### src/rtl/sys_array_pkg.sv
// ============================================================================
// sys_array_pkg : shared state encoding and width helpers for sys_array_argmax
// Rev 1.0
// ============================================================================
`default_nettype none

package sys_array_pkg;

   typedef enum logic [1:0] {
      IDLE = 2'd0,
      SCAN = 2'd1,
      DONE = 2'd2
   } state_t;

   // Scores are full-precision products of two DATA_WIDTH operands.
   function automatic int score_w(input int data_width);
      return 2 * data_width;
   endfunction

   function automatic int idx_w(input int n);
      return (n > 1) ? $clog2(n) : 1;
   endfunction

endpackage

`default_nettype wire

### src/rtl/argmax_cmp.sv
// ============================================================================
// argmax_cmp : signed strict-greater selector between running best and candidate
// Rev 1.0
// ============================================================================
`default_nettype none

module argmax_cmp #(
   parameter int SCORE_W = 16,
   parameter int IDX_W   = 4
) (
   input  logic                      load,
   input  logic signed [SCORE_W-1:0] best_val,
   input  logic        [IDX_W-1:0]   best_idx,
   input  logic signed [SCORE_W-1:0] cand_val,
   input  logic        [IDX_W-1:0]   cand_idx,
   output logic signed [SCORE_W-1:0] sel_val,
   output logic        [IDX_W-1:0]   sel_idx
);

   // Strict compare: on a tie the earlier (lower) index is kept.
   always_comb begin
      sel_val = best_val;
      sel_idx = best_idx;
      if (load || (cand_val > best_val)) begin
         sel_val = cand_val;
         sel_idx = cand_idx;
      end
   end

endmodule

`default_nettype wire

### src/rtl/sys_array_argmax.sv
// ============================================================================
// sys_array_argmax : per-row argmax over a snapshot of the systolic score matrix
// Rev 1.0
// ============================================================================
`default_nettype none

module sys_array_argmax
   import sys_array_pkg::*;
#(
   parameter  int DATA_WIDTH = 8,
   parameter  int ARRAY_A_W  = 1,
   parameter  int ARRAY_W_L  = 10,
   localparam int SCORE_W    = score_w(DATA_WIDTH),
   localparam int IDX_W      = idx_w(ARRAY_W_L)
) (
   input  logic                      clk,
   input  logic                      reset_n,
   input  logic                      ready_in,
   input  logic signed [SCORE_W-1:0] scores    [0:ARRAY_A_W-1][0:ARRAY_W_L-1],
   output logic                      busy,
   output logic                      done,
   output logic                      valid,
   output logic        [IDX_W-1:0]   class_idx [0:ARRAY_A_W-1],
   output logic signed [SCORE_W-1:0] max_val   [0:ARRAY_A_W-1]
);

   localparam int ROW_W = idx_w(ARRAY_A_W);

   state_t state, state_nx;

   logic                      ready_q;
   logic                      start;
   logic                      load_snap;
   logic                      last_col;
   logic                      last_row;
   logic        [ROW_W-1:0]   row;
   logic        [IDX_W-1:0]   col;
   logic signed [SCORE_W-1:0] snap [0:ARRAY_A_W-1][0:ARRAY_W_L-1];
   logic signed [SCORE_W-1:0] best_val, sel_val;
   logic        [IDX_W-1:0]   best_idx, sel_idx;

   assign start    = ready_in & ~ready_q;
   assign last_col = (col == IDX_W'(ARRAY_W_L - 1));
   assign last_row = (row == ROW_W'(ARRAY_A_W - 1));

   always_ff @(posedge clk or negedge reset_n) begin
      if (!reset_n) state <= IDLE;
      else          state <= state_nx;
   end

   always_comb begin
      state_nx  = state;
      busy      = 1'b0;
      done      = 1'b0;
      load_snap = 1'b0;
      case (state)
         IDLE: begin
            if (start) begin
               load_snap = 1'b1;
               state_nx  = SCAN;
            end
         end
         SCAN: begin
            busy = 1'b1;
            if (last_col && last_row) state_nx = DONE;
         end
         DONE: begin
            busy     = 1'b1;
            done     = 1'b1;
            state_nx = IDLE;
         end
         default: state_nx = IDLE;
      endcase
   end

   // Snapshot decouples the scan from upstream changes; no reset needed.
   always_ff @(posedge clk) begin
      if (load_snap) snap <= scores;
   end

   argmax_cmp #(
      .SCORE_W (SCORE_W),
      .IDX_W   (IDX_W)
   ) u_cmp (
      .load     (col == '0),
      .best_val (best_val),
      .best_idx (best_idx),
      .cand_val (snap[row][col]),
      .cand_idx (col),
      .sel_val  (sel_val),
      .sel_idx  (sel_idx)
   );

   always_ff @(posedge clk or negedge reset_n) begin
      if (!reset_n) begin
         ready_q  <= 1'b0;
         valid    <= 1'b0;
         row      <= '0;
         col      <= '0;
         best_val <= '0;
         best_idx <= '0;
         for (int r = 0; r < ARRAY_A_W; r++) begin
            class_idx[r] <= '0;
            max_val[r]   <= '0;
         end
      end else begin
         ready_q <= ready_in;
         if (load_snap) begin
            valid <= 1'b0;
            row   <= '0;
            col   <= '0;
         end else if (state == SCAN) begin
            best_val <= sel_val;
            best_idx <= sel_idx;
            if (last_col) begin
               class_idx[row] <= sel_idx;
               max_val[row]   <= sel_val;
               col            <= '0;
               row            <= last_row ? '0 : row + 1'b1;
               if (last_row) valid <= 1'b1;
            end else begin
               col <= col + 1'b1;
            end
         end
      end
   end

endmodule

`default_nettype wire

### config.mk
export PLATFORM = sky130hd
export DESIGN_NAME = sys_array_argmax
export DESIGN_NICKNAME = d
export VERILOG_FILES = /design/src/rtl/sys_array_pkg.sv /design/src/rtl/argmax_cmp.sv /design/src/rtl/sys_array_argmax.sv
export SDC_FILE = /design/constraint.sdc
export NUM_CORES = 1
export LEC_CHECK = 0
export BUFFER_PORTS_ARGS = -buffer_cell sky130_fd_sc_hd__buf_2
export CAP_MARGIN = 15
export CORE_AREA = 2 2 136 138
export DETAILED_ROUTE_END_ITERATION = 16
export DIE_AREA = 0 0 138 140
export PLACE_DENSITY_LB_ADDON = 0.12
export SYNTH_ARGS = -nofsm -noshare
export SYNTH_HDL_FRONTEND = slang
export SYNTH_HIERARCHICAL = 1
export SYNTH_SLANG_ARGS = --single-unit
### constraint.sdc
create_clock -name clk -period 9.5 [get_ports clk]
set_input_delay 2.85 -clock clk [delete_from_list [all_inputs] [get_ports clk]]
set_output_delay 2.85 -clock clk [all_outputs]
set_load 0.005 [all_outputs]
==> metrics <==
root buf cell clkbuf_16; Final Hold Vio Count 0; outcome completed; Synth async-reset ratio 23.1%; hold_buf cts 0; Hold Crit Class flip-flop to flip-flop; synthesized area 8780 um2; Synth top area share 54.7%; vias per cell 5.33; # IOs 186; Post-Synth Simple-Gate Area 2.54%; Fillers 1398; clock buffer depth 3; most common cell in the netlist edfxtp_1; met1 usage 25.1%; Vias 4996; r2r setup slk 4.62 ns; crit path capture type flip-flop; worst slew pin tran 0.997 ns; H-tree levels 1; setup bufs post-CTS 0; main combinational cell family by area after synthesis multiplexers; met3 usage 4.27%; EDFF count, synth 160; syn_area_per_cell 17.7 um2; antenna-violating nets left 0; synthesized flop and latch total 208; gr usage total 19.2%; cell row count 49; clk_lat worst skew 0.51 ns; drt total wl 18.7 mm; GR Overflow Total 0; Slew headroom 33.5%; first-pass GRT wire length 28.9 mm; Syn Nets 680; Arr. time, crit path 5.16 ns; nets 873; layout cells sized above 1 47.2%; Pleak 4.32 nW; Clock Skews 0.0101 ns; synth top area cells edfxtp_1 55%, dfrtp_1 14%, mux2_2 7.3%, mux4_2 4.1%, mux2i_1 3.6%; RePlAce Congestion 0.766; Clk pin slew, worst setup/hold paths 0.06 ns; Worst Path Required 9.64 ns; Synth Area in Adders 3.14%; M2 GR Usage 33.0%; DP HPWL 12.9 mm; Port Buffers 185; top post-synthesis cells by count 160 x edfxtp_1, 57 x mux2_2, 48 x dfrtp_1, 32 x mux2i_1, 22 x ha_1; startpoint types input pin; total power 0.00337 W; synthesis-to-finish area growth 22.1%; Starting DRT DRC Count 309; die height 140 um; Core Area 17800 um2; Cell variety after synth 42; Syn Inst Count 495; fmax 0.199 GHz; # clock sinks 208; Tmin final 5.02 ns; largest net degree at the start of global routing 69; Max VDD drop 0.282 mV; sequential fraction of the synthesis area 68.4%; WL/cell 19.9 um; Pre-antenna DRT Iters 4; CTS tree yes; initial antenna violation count 3; Starting Density 49.4%; Most used DFF post-synth edfxtp_1; critical-path maximum fanout 68; total CTS buffers 24; synth warn 6; detailed-route DRC error count 0; mux contribution to synthesized area 18.5%; Slew Limit Fails 0; Max Cap Viol 0; Pwr Density 315 nW/um2; die width 138 um; cell taking the most area after synthesis edfxtp_1; Synth Area in Compound Gates 4.63%; TNS Setup 0 ns; Final setup viols 0; XOR/XNOR share of the synthesized area 0.0998%; Util after Layout 60.3%; vias in the first global route 5421; Resized cells post-CTS 0; CP Class input pin to flip-flop; gr busiest metal met2; die area 19300 um2; RSZ-0062 raised after global routing false; Final Cycle Share 52.8%
routing by layer:
metal	share of wire [%]	routed length [um]
met5	0.037	7
met4	1.9	353
met3	5.9	1100
met2	50	9340
met1	42	7870
final cells by class:
type | count | area (um2) | share of cell area [%]
Sequential cell | 208 | 6010 | 56.1
Clock buffer | 26 | 608 | 5.67
Clock inverter | 18 | 151 | 1.41
Tap cell | 229 | 287 | 2.67
Inverter | 21 | 78.8 | 0.735
Antenna cell | 2 | 5.00 | 0.0467
Timing Repair Buffer | 194 | 1020 | 9.50
Multi-Input combinational cell | 239 | 2560 | 23.9
path summary, 6_finish.rpt:
kind,startpoint,end,cells past startpoint
max,ready_in,snap[42],4
max in group asynchronous,reset_n,max_val[0],2
max reg2reg,col[1],max_val[6],13
min in group asynchronous,reset_n,max_val[5],1
min,valid,valid,2
min reg2reg,valid,valid,2
logic make-up (layout without fill, tap and decap cells):
family	count (synthesis)	after routing
muxes	125	125
xor gates and xnor gates	1	1
buffers and inverters	48	259
and+or+nand+nor	37	37
DFF	208	208
other	0	2
AOI/OAI and AO/OA	54	54
adders and majority gates	22	22
cell usage in the layout (no fill, tap or decap), types with 3 or more instances in the layout:
| master | n |
|---|---|
| nand2b_1 | 3 |
| nand2_1 | 6 |
| mux2_2 | 57 |
| mux4_2 | 16 |
| clkbuf_16 | 24 |
| clkinv_1 | 7 |
| buf_4 | 7 |
| o22ai_1 | 15 |
| ha_1 | 22 |
| a21oi_1 | 12 |
| clkinv_2 | 5 |
| dfrtp_1 | 46 |
| mux2_4 | 20 |
| a221o_1 | 15 |
| nand3_1 | 3 |
| mux2i_1 | 31 |
| buf_2 | 185 |
| nor2_1 | 7 |
| inv_1 | 21 |
| edfxtp_1 | 160 |
flip-flops by register name, indices dropped and copies added (netlist names):
register   cells
best_idx       4
best_val      16
class_idx      4
col            4
max_val       16
ready_q        1
snap         160
state          2
valid          1
per-stage QoR:
stage                     worst slack [ns]  instances  hold slack [ns]  instance area, um2
after floorplan                       1.03        495            0.481                8780
after global placement                4.06        889            0.480                9910
after detailed placement              3.93        889            0.487                9910
after CTS                             4.14        933            0.500               10700
after global routing                  4.29        936            0.527               10700
final                                 4.48        937            0.492               10700
critical path, cell delays in order:
cell,delay (ns)
buf_2,0.11
and3b_4,0.85
buf_4,0.53
buf_4,0.72
report_power, final:
| part | switching, W | internal, W | total, W |
|---|---|---|---|
| Clock | 0.000360 | 0.000518 | 0.000878 |
| Combinational | 0.000607 | 0.000658 | 0.00127 |
| Sequential | 0.0000935 | 0.00114 | 0.00123 |
| Total | 0.00106 | 0.00231 | 0.00337 |
Note: power is estimated with default switching activity, not from simulation.
